<file path="src/rtl/dec_pkg.sv">
// rtl/dec_pkg.sv - shared types, widths and helpers for the 3-to-8 pulse decoder
//
// Purpose : common definitions imported by the decoder interface and top.
// Contents: CODE_W / OUT_W widths, FSM state enum, onehot_from_code helper.

package dec_pkg;

  localparam int CODE_W = 3;
  localparam int OUT_W  = 8;

  // GAP is always part of the encoding; it is only reachable when the
  // DEC_GAP_EN build option is compiled into the top.
  typedef enum logic [1:0] {
    IDLE  = 2'd0,
    DRIVE = 2'd1,
    GAP   = 2'd2
  } state_e;

  function automatic logic [OUT_W-1:0] onehot_from_code(input logic [CODE_W-1:0] c);
    return OUT_W'(1) << c;
  endfunction

endpackage : dec_pkg

</file>
<file path="src/rtl/decoder3to8_pulse_if.sv">
// rtl/decoder3to8_pulse_if.sv - code handshake and pulse output bundle for the decoder
//
// Purpose : groups the input handshake (en, in_valid, in_ready, code) and the
//           pulse outputs (y, busy, done) of decoder3to8_pulse.
// Modports: master - upstream source / observer (drives en, in_valid, code)
//           slave  - the decoder (drives in_ready, y, busy, done)

interface decoder3to8_pulse_if;
  import dec_pkg::*;

  logic              en;
  logic              in_valid;
  logic              in_ready;
  logic [CODE_W-1:0] code;
  logic [OUT_W-1:0]  y;
  logic              busy;
  logic              done;

  modport master (
    output en,
    output in_valid,
    output code,
    input  in_ready,
    input  y,
    input  busy,
    input  done
  );

  modport slave (
    input  en,
    input  in_valid,
    input  code,
    output in_ready,
    output y,
    output busy,
    output done
  );

endinterface : decoder3to8_pulse_if

</file>
<file path="src/rtl/pulse_timer.sv">
// rtl/pulse_timer.sv - loadable down-counter with zero flag that times each pulse
//
// Purpose : holds the remaining-cycles count of the pulse currently driven.
// Ports   : clk      - system clock, rising edge
//           rst_n    - asynchronous active-low reset (count cleared to 0)
//           load     - load load_val this edge (has priority over dec)
//           load_val - value loaded on a new pulse
//           dec      - decrement by one this edge; saturates at zero
//           zero     - count is zero

module pulse_timer #(
  parameter int CNT_W = 8
) (
  input  logic             clk,
  input  logic             rst_n,
  input  logic             load,
  input  logic [CNT_W-1:0] load_val,
  input  logic             dec,
  output logic             zero
);

  logic [CNT_W-1:0] cnt_q;
  logic [CNT_W-1:0] cnt_d;

  always_comb begin
    cnt_d = cnt_q;
    if (load) begin
      cnt_d = load_val;
    end else if (dec && (cnt_q != '0)) begin
      cnt_d = cnt_q - CNT_W'(1);
    end
  end

  always_ff @(posedge clk or negedge rst_n) begin
    if (!rst_n) begin
      cnt_q <= '0;
    end else begin
      cnt_q <= cnt_d;
    end
  end

  assign zero = (cnt_q == '0);

endmodule : pulse_timer

</file>
<file path="src/rtl/decoder3to8_pulse.sv">
// rtl/decoder3to8_pulse.sv - registered 3-to-8 one-hot decoder with fixed-width output pulses
//
// Purpose : an accepted 3-bit code drives the matching bit of y for exactly
//           PULSE_CYCLES clocks, then y returns to zero and done strobes once.
// Ports   : clk   - system clock, rising edge
//           rst_n - asynchronous active-low reset
//           bus   - decoder3to8_pulse_if.slave
//                   en       : enable, gates acceptance only
//                   in_valid : code valid
//                   in_ready : (state==IDLE) && en, low during reset
//                   code     : 3-bit code
//                   y        : registered one-hot output, 0 when idle
//                   busy     : pulse in progress (and GAP cycle when built)
//                   done     : one-cycle strobe at end of each pulse
// Build   : DEC_GAP_EN - adds a one-cycle GAP state after each pulse so y
//           stays low for at least two cycles between pulses.

module decoder3to8_pulse
  import dec_pkg::*;
#(
  parameter int PULSE_CYCLES = 4,
  parameter int CNT_W        = 8
) (
  input logic                 clk,
  input logic                 rst_n,
  decoder3to8_pulse_if.slave  bus
);

  if ((PULSE_CYCLES < 1) || (PULSE_CYCLES > 255) || (CNT_W < 1) ||
      ((64'd1 << CNT_W) <= 64'(PULSE_CYCLES))) begin : g_bad_cfg
    $error("decoder3to8_pulse: PULSE_CYCLES must be 1..255 and fit in CNT_W bits");
  end

  state_e           state_q, state_d;
  logic [OUT_W-1:0] y_q, y_d;
  logic             busy_q, busy_d;
  logic             done_q, done_d;
  // Low until the first clock after reset release, so in_ready is 0 in reset
  // even though the reset state is IDLE.
  logic             alive_q, alive_d;

  logic             in_ready;
  logic             accept;
  logic             cnt_zero;

  assign in_ready = alive_q && (state_q == IDLE) && bus.en;
  assign accept   = bus.in_valid && in_ready;

  pulse_timer #(
    .CNT_W (CNT_W)
  ) u_pulse_timer (
    .clk      (clk),
    .rst_n    (rst_n),
    .load     (accept),
    .load_val (CNT_W'(PULSE_CYCLES - 1)),
    .dec      (state_q == DRIVE),
    .zero     (cnt_zero)
  );

  always_comb begin
    state_d = state_q;
    y_d     = y_q;
    busy_d  = busy_q;
    done_d  = 1'b0;
    alive_d = 1'b1;
    case (state_q)
      IDLE: begin
        if (accept) begin
          y_d     = onehot_from_code(bus.code);
          busy_d  = 1'b1;
          state_d = DRIVE;
        end
      end
      DRIVE: begin
        // The counter was loaded with PULSE_CYCLES-1, so reaching zero here
        // means y has been high for PULSE_CYCLES edges.
        if (cnt_zero) begin
          y_d    = '0;
          done_d = 1'b1;
`ifdef DEC_GAP_EN
          busy_d  = 1'b1;
          state_d = GAP;
`else
          busy_d  = 1'b0;
          state_d = IDLE;
`endif
        end
      end
`ifdef DEC_GAP_EN
      GAP: begin
        busy_d  = 1'b0;
        state_d = IDLE;
      end
`endif
      default: begin
        y_d     = '0;
        busy_d  = 1'b0;
        state_d = IDLE;
      end
    endcase
  end

  always_ff @(posedge clk or negedge rst_n) begin
    if (!rst_n) begin
      state_q <= IDLE;
      y_q     <= '0;
      busy_q  <= 1'b0;
      done_q  <= 1'b0;
      alive_q <= 1'b0;
    end else begin
      state_q <= state_d;
      y_q     <= y_d;
      busy_q  <= busy_d;
      done_q  <= done_d;
      alive_q <= alive_d;
    end
  end

  assign bus.in_ready = in_ready;
  assign bus.y        = y_q;
  assign bus.busy     = busy_q;
  assign bus.done     = done_q;

endmodule : decoder3to8_pulse

</file>
<file path="src/flat_wrapper.sv">
// flat-port wrapper written by rule: the top's interface ports become plain ports
module decoder3to8_pulse_flat import dec_pkg::*;
#(
  parameter int PULSE_CYCLES = 4,
  parameter int CNT_W        = 8
)
  (clk, rst_n, bus_en, bus_in_valid, bus_code, bus_in_ready, bus_y, bus_busy, bus_done);
  decoder3to8_pulse_if bus_i ();
  input logic clk;
  input logic rst_n;
  input wire logic [$bits(bus_i.en)-1:0] bus_en;
  input wire logic [$bits(bus_i.in_valid)-1:0] bus_in_valid;
  input wire logic [$bits(bus_i.code)-1:0] bus_code;
  output wire logic [$bits(bus_i.in_ready)-1:0] bus_in_ready;
  output wire logic [$bits(bus_i.y)-1:0] bus_y;
  output wire logic [$bits(bus_i.busy)-1:0] bus_busy;
  output wire logic [$bits(bus_i.done)-1:0] bus_done;
  assign bus_i.en = bus_en;
  assign bus_i.in_valid = bus_in_valid;
  assign bus_i.code = bus_code;
  assign bus_in_ready = bus_i.in_ready;
  assign bus_y = bus_i.y;
  assign bus_busy = bus_i.busy;
  assign bus_done = bus_i.done;
  decoder3to8_pulse #(.PULSE_CYCLES(PULSE_CYCLES), .CNT_W(CNT_W)) u_core (.clk(clk), .rst_n(rst_n), .bus(bus_i));
endmodule
</file>
<file path="config.mk">
export PLATFORM = sky130hd
export DESIGN_NAME = decoder3to8_pulse_flat
export DESIGN_NICKNAME = d
export VERILOG_FILES = /design/src/rtl/dec_pkg.sv /design/src/rtl/decoder3to8_pulse_if.sv /design/src/rtl/pulse_timer.sv /design/src/rtl/decoder3to8_pulse.sv /design/src/flat_wrapper.sv
export SDC_FILE = /design/constraint.sdc
export NUM_CORES = 1
export LEC_CHECK = 0
export CAP_MARGIN = 20
export CORE_ASPECT_RATIO = 0.7
export CORE_UTILIZATION = 39
export CTS_CLUSTER_SIZE = 20
export DETAILED_ROUTE_END_ITERATION = 10
export PLACE_DENSITY_LB_ADDON = 0.3
export RECOVER_POWER = 25
export SLEW_MARGIN = 5
export SYNTH_ARGS = -nofsm -noshare
export SYNTH_HDL_FRONTEND = slang
export SYNTH_SLANG_ARGS = --single-unit
</file>
<file path="constraint.sdc">
create_clock -name clk -period 1.75 [get_ports clk]
set_input_delay 0.175 -clock clk [delete_from_list [all_inputs] [get_ports clk]]
set_output_delay 0.175 -clock clk [all_outputs]
set_load 0.005 [all_outputs]
</file>
Word-level counts from Yosys, hierarchy flattened

Cells that the tools add are included.

Output and inout port bits: 11
Bits in registers: 21
Word-level logic and storage cells: 33
Bits of input ports: 7

Shift operators: 1
Reductions and logical operators: 9
Muxes and demuxes: 13
Equal/unequal tests: 3
Add/sub/neg operators: 1

Operator list:

| kind                  | count |
|---|---|
| $mux W8               | 4 |
| $pmux W8 S2           | 1 |
| $logic_not A8 Y1      | 1 |
| $reduce_bool A8 Y1    | 1 |
| $shl A1 B3 Y8 const A | 1 |
| $sub A8 B1 Y8 const B | 1 |
| $logic_and A1 B1 Y1   | 4 |
| $mux W1               | 4 |
| $mux W2               | 2 |
| $ne A2 B1 Y1 const B  | 2 |
| $pmux W2 S2           | 1 |
| $eq A2 B1 Y1 const B  | 1 |
| $logic_not A2 Y1      | 1 |
| $pmux W1 S2           | 1 |
| $reduce_and A2 Y1     | 1 |
| $reduce_bool A2 Y1    | 1 |

Longest topological paths before layout

Depth in word-level cells: 6
Gate-level depth with buffers: 6
Depth with buffers taken out: 5

By module

From an unflattened synthesis, not the netlist that was laid out.

Cell total of the unflattened synthesis: 104
Area total of the unflattened synthesis: 1107.3 um2

By module, submodules not included:

| module            | sequential area each (um2) | cells an instance | area an instance (um2) | instances |
|---|---|---|---|---|
| decoder3to8_pulse | 275.3                      | 46                | 579.3                  | 1 |
| pulse_timer       | 200.2                      | 58                | 528.0                  | 1 |

Worst setup path before layout

No wires, ideal clock.

Path kind: reg-to-reg
Start: register u_core.u_pulse_timer.cnt_q[0]
End: register u_core.y_q[0], in the netlist u_core.bus.y[0]
Required time: 1.629 ns
Clock period less this slack: 1.871 ns
Library setup time: 0.121 ns
Data arrival time: 1.750 ns
Path slack: -0.121 ns
Cell stages (with the launch flop): 7
Buffers on the path: 1
Cell sequence: dfrtp_1 -> inv_1 -> ha_1 -> or3b_2 -> clkbuf_1 -> o31a_2 -> a22o_1

Cells in the longest elaborated chain, start to end: 3

RTL lines:

| what                               | line                     | text |
|---|---|---|
| start, declared                    | pulse_timer.sv:22        | `logic [CNT_W-1:0] cnt_q;` |
| start signal, assigned             | pulse_timer.sv:38        | `cnt_q <= cnt_d;` |
| $logic_not A8 Y1                   | pulse_timer.sv:42        | `assign zero = (cnt_q == '0);` |
| $ne A2 B1 Y1 (no source line)      | -                        |  |
| $reduce_and A2 Y1 (no source line) | -                        |  |
| end signal, assigned               | decoder3to8_pulse.sv:112 | `y_q <= y_d;` |
| end, declared                      | decoder3to8_pulse.sv:35  | `logic [OUT_W-1:0] y_q, y_d;` |

Every way passes these cells.
A chain may end at the register's enable or synchronous reset.

Final worst setup path

Start: register u_core.u_pulse_timer.cnt_q[5]
End: register u_core.y_q[2], in the netlist u_core.bus.y[2]

The elaborated chain is that of the path after synthesis.

==> reports/metrics.csv <==
stage,metric,value,unit
run,cap_viol_max_count,0,
worst_setup_path,r2r_slack,0.05,ns
floorplan,io_pins,18,
cells_and_area,multi_input_area,423,µm²
sta,whs,0.494,ns
grt,grt_max_degree,20,
cells_and_area,diodes,0,
hold_path,hp-class,reg -> reg,
cells_and_area,seqCellArea,475,µm²
run_status,status,"complete, no violations",
grt,grt_usage,0.198,
logic_synthesis,synth_area_leader_cell,dfrtp_1,
worst_setup_path,reg2reg_depth,3,
hold_path,hold_end,u_core.bus.y[7],
cells_and_area,final_core_util,0.588,
logic_synthesis,yosysWarnings,0,
sta,maxSlewViolCount,0,
power_and_ir_drop,p_switching,147,µW
grt,overflow,0,
sta,max_slew.worst_pin.slew,1.03,ns
logic_synthesis,synth-seq-cells,19,
worst_setup_path,cp.required,1.93,ns
worst_setup_path,cp-end-kind,flip-flop,
grt,grt_pass1_wl,3480,µm
logic_synthesis,synthTopCellsByCount,"19 x dfrtp_1, 9 x nand2_1, 6 x nor2_1",
grt,antenna_found_initial,0,
cells_and_area,syn_to_final_growth,42.2,%
sta,min_period,1.70,ns
drt,drc,0,
logic_synthesis,syn_avg_cell_area,10.8,µm²
floorplan,core,2140,µm²
clock_tree,path_clk_slew,0.10,ns
drt,routed-via-count,780,
worst_setup_path,timing.rr.end,u_core.bus.y[2],
power_and_ir_drop,p_sw_frac,0.214,
clock_tree,numCtsBuffers,3,
logic_synthesis,async_flop_share,1.00,
clock_tree,cts_root_buf,clkbuf_4,
logic_synthesis,yosys_most_used_dff,dfrtp_1,
clock_tree,worstSkewPairLatency,0.29,ns
cells_and_area,n_fill_cell,189,
power_and_ir_drop,power.density,548,nW/µm²
drt,postRouteAntennaNets,0,
drt,wl,2130,µm
logic_synthesis,ys_seq_area_frac,0.537,
place,dp_hpwl,1600,µm
floorplan,die_w,58.9,µm
sta,finalCritPeriodShare,0.972,
power_and_ir_drop,peakVddDrop,0.500,mV
drt,drt-initial-drc-count,20,
logic_synthesis,synth_area_leaders,"dfrtp_1 54%, mux2i_1 5.7%, a32o_1 4.5%, nand2_1 3.8%, ha_1 2.8%",
worst_setup_path,cp.arrival,1.88,ns
clock_tree,cts_buffer_depth,2,
place,place_congestion,0.827,
worst_setup_path,critical_path_class,reg -> reg,
power_and_ir_drop,leakage,0.565,nW
sta,finalClockSkew,0.00694,ns
hold_path,min_path_cells,1,
logic_synthesis,yosysMostFrequentCell,dfrtp_1,
logic_synthesis,synth_top_area_share,0.537,
floorplan,die_h,41.8,µm
power_and_ir_drop,power_frac_seq,0.640,
sta,rsz0062_at_grt,true,
clock_tree,htree_levels,1,
power_and_ir_drop,p_int,541,µW
logic_synthesis,synth_edf_count,0,
worst_setup_path,startpoint_type,flip-flop,
power_and_ir_drop,p_comb_frac,0.044,
drt,wl_per_cell,14.6,µm
sta,clock.fmax,0.588,GHz
floorplan,rows,14,
drt,drt-vias-per-instance,5.34,
worst_setup_path,worstPathMaxFanout,8,
logic_synthesis,syn-instance-count,82,
sta,finalHoldViolCount,0,
sta,setup_viol,0,
grt,grt_pass1_vias,718,
logic_synthesis,syn-num-nets,91,
hold_path,min-delay-start,u_core.bus.y[7],
clock_tree,cts_tree,yes,
sta,slew_headroom,0.316,
logic_synthesis,syn_area,885,µm²
cells_and_area,nets,124,
clock_tree,clkSinkCount,19,
worst_setup_path,reg2reg_from,u_core.u_pulse_timer.cnt_q[5],
floorplan,initial_core_util,0.414,
place,io_buffer_count,17,
power_and_ir_drop,clkPwrFrac,0.316,
logic_synthesis,synth_cell_types,30,
floorplan,dieArea,2470,µm²
drt,first_pass_iters,4,
cells_and_area,drive_gt1_frac,0.246,
## state kept, by name, indices dropped and copies added (netlist names)
signal                      flops
u_core.alive_q                  1
u_core.bus.done                 1
u_core.state_q                  1
u_core.bus.y                    8
u_core.u_pulse_timer.cnt_q      8
## power by group through the flow
stage	registers, mW	clock network, mW	logic [mW]
2_1_floorplan	0.449	0	0.00296
3_3_place_gp	0.449	0	0.0317
3_5_place_dp	0.449	0	0.0320
4_1_cts	0.441	0.230	0.0322
5_1_grt	0.441	0.247	0.0334
6_report	0.441	0.218	0.0306
## per-stage QoR
stage	instance area [µm²]	setup TNS, ns	worst slack [ns]	total power [mW]	cells
after global placement	1190	0	0.0164	0.481	141
after CTS	1230	0	0.00660	0.703	146
after detailed placement	1190	-0.0876	-0.0273	0.481	141
after floorplan	907	-0.260	-0.0521	0.452	82
after global routing	1260	-0.0378	-0.0273	0.721	146
final	1260	0	0.0495	0.689	146
## how the worst max path moves through the flow
stage	startpoint	slack, ns	endpoint
2_1_floorplan	u_core.u_pulse_timer.cnt_q[0]	-0.05	u_core.bus.y[0]
3_3_place_gp	u_core.u_pulse_timer.cnt_q[5]	0.02	u_core.u_pulse_timer.cnt_q[6]
3_5_place_dp	u_core.u_pulse_timer.cnt_q[5]	-0.03	u_core.u_pulse_timer.cnt_q[6]
4_1_cts	u_core.u_pulse_timer.cnt_q[1]	0.007	u_core.u_pulse_timer.cnt_q[5]
5_1_grt	u_core.u_pulse_timer.cnt_q[4]	-0.03	u_core.u_pulse_timer.cnt_q[7]
6_report	u_core.u_pulse_timer.cnt_q[5]	0.05	u_core.bus.y[2]
## worst max-delay path, stage by stage (launching register included)
cell and delay, ns:
dfrtp_1 0.39, or4_4 0.60, o31a_4 0.40, a32o_1 0.22
## routing by layer
layer,global-route usage,vias to the layer above,share of wire
li1,-,368,-
met1,0.295,395,0.49
met2,0.280,15,0.47
met3,0.0654,2,0.036
met4,0.0429,0,0.0038
met5,0,-,0
## what timing repair did
| item | in CTS | in global routing |
|---|---|---|
| endpoints found under the setup margin | 11 | 12 |
| gates resized for setup | 4 | 9 |
| hold buffers | 0 | 0 |
| buffers inserted | 1 | 0 |
| pin swaps | 2 | 1 |
## cell type report
cell class	count	area share
Clock buffer	4	0.0209
Timing Repair Buffer	31	0.218
Inverter	5	0.0149
Sequential cell	19	0.378
Tap cell	32	0.0318
Multi-Input combinational cell	55	0.336
## placed cells by master, fill, tap and decap left out, drive strengths merged, types with 2 or more instances in the layout
cell type,instances
a21oi,2
a32o,4
buf,13
clkbuf,5
clkdlybuf4s50,15
dfrtp,19
ha,2
inv,5
mux2i,5
nand2,9
nor2,6
o21ai,4
o32ai,2
or3,2
or3b,2
or4,2
## cell families (layout without fill, tap and decap cells)
| logic type | after synthesis | count (layout) | share of synthesized area |
|---|---|---|---|
| AOI/OAI and AO/OA | 17 | 17 | 0.149 |
| and+or+nand+nor | 30 | 30 | 0.190 |
| muxes | 5 | 5 | 0.0566 |
| DFF | 19 | 19 | 0.537 |
| adders and majority gates | 2 | 2 | 0.0283 |
| buffers and inverters | 8 | 40 | 0.0354 |
| other | 1 | 1 | 0.00424 |
No activity file was read; power rests on OpenSTA's default activity.
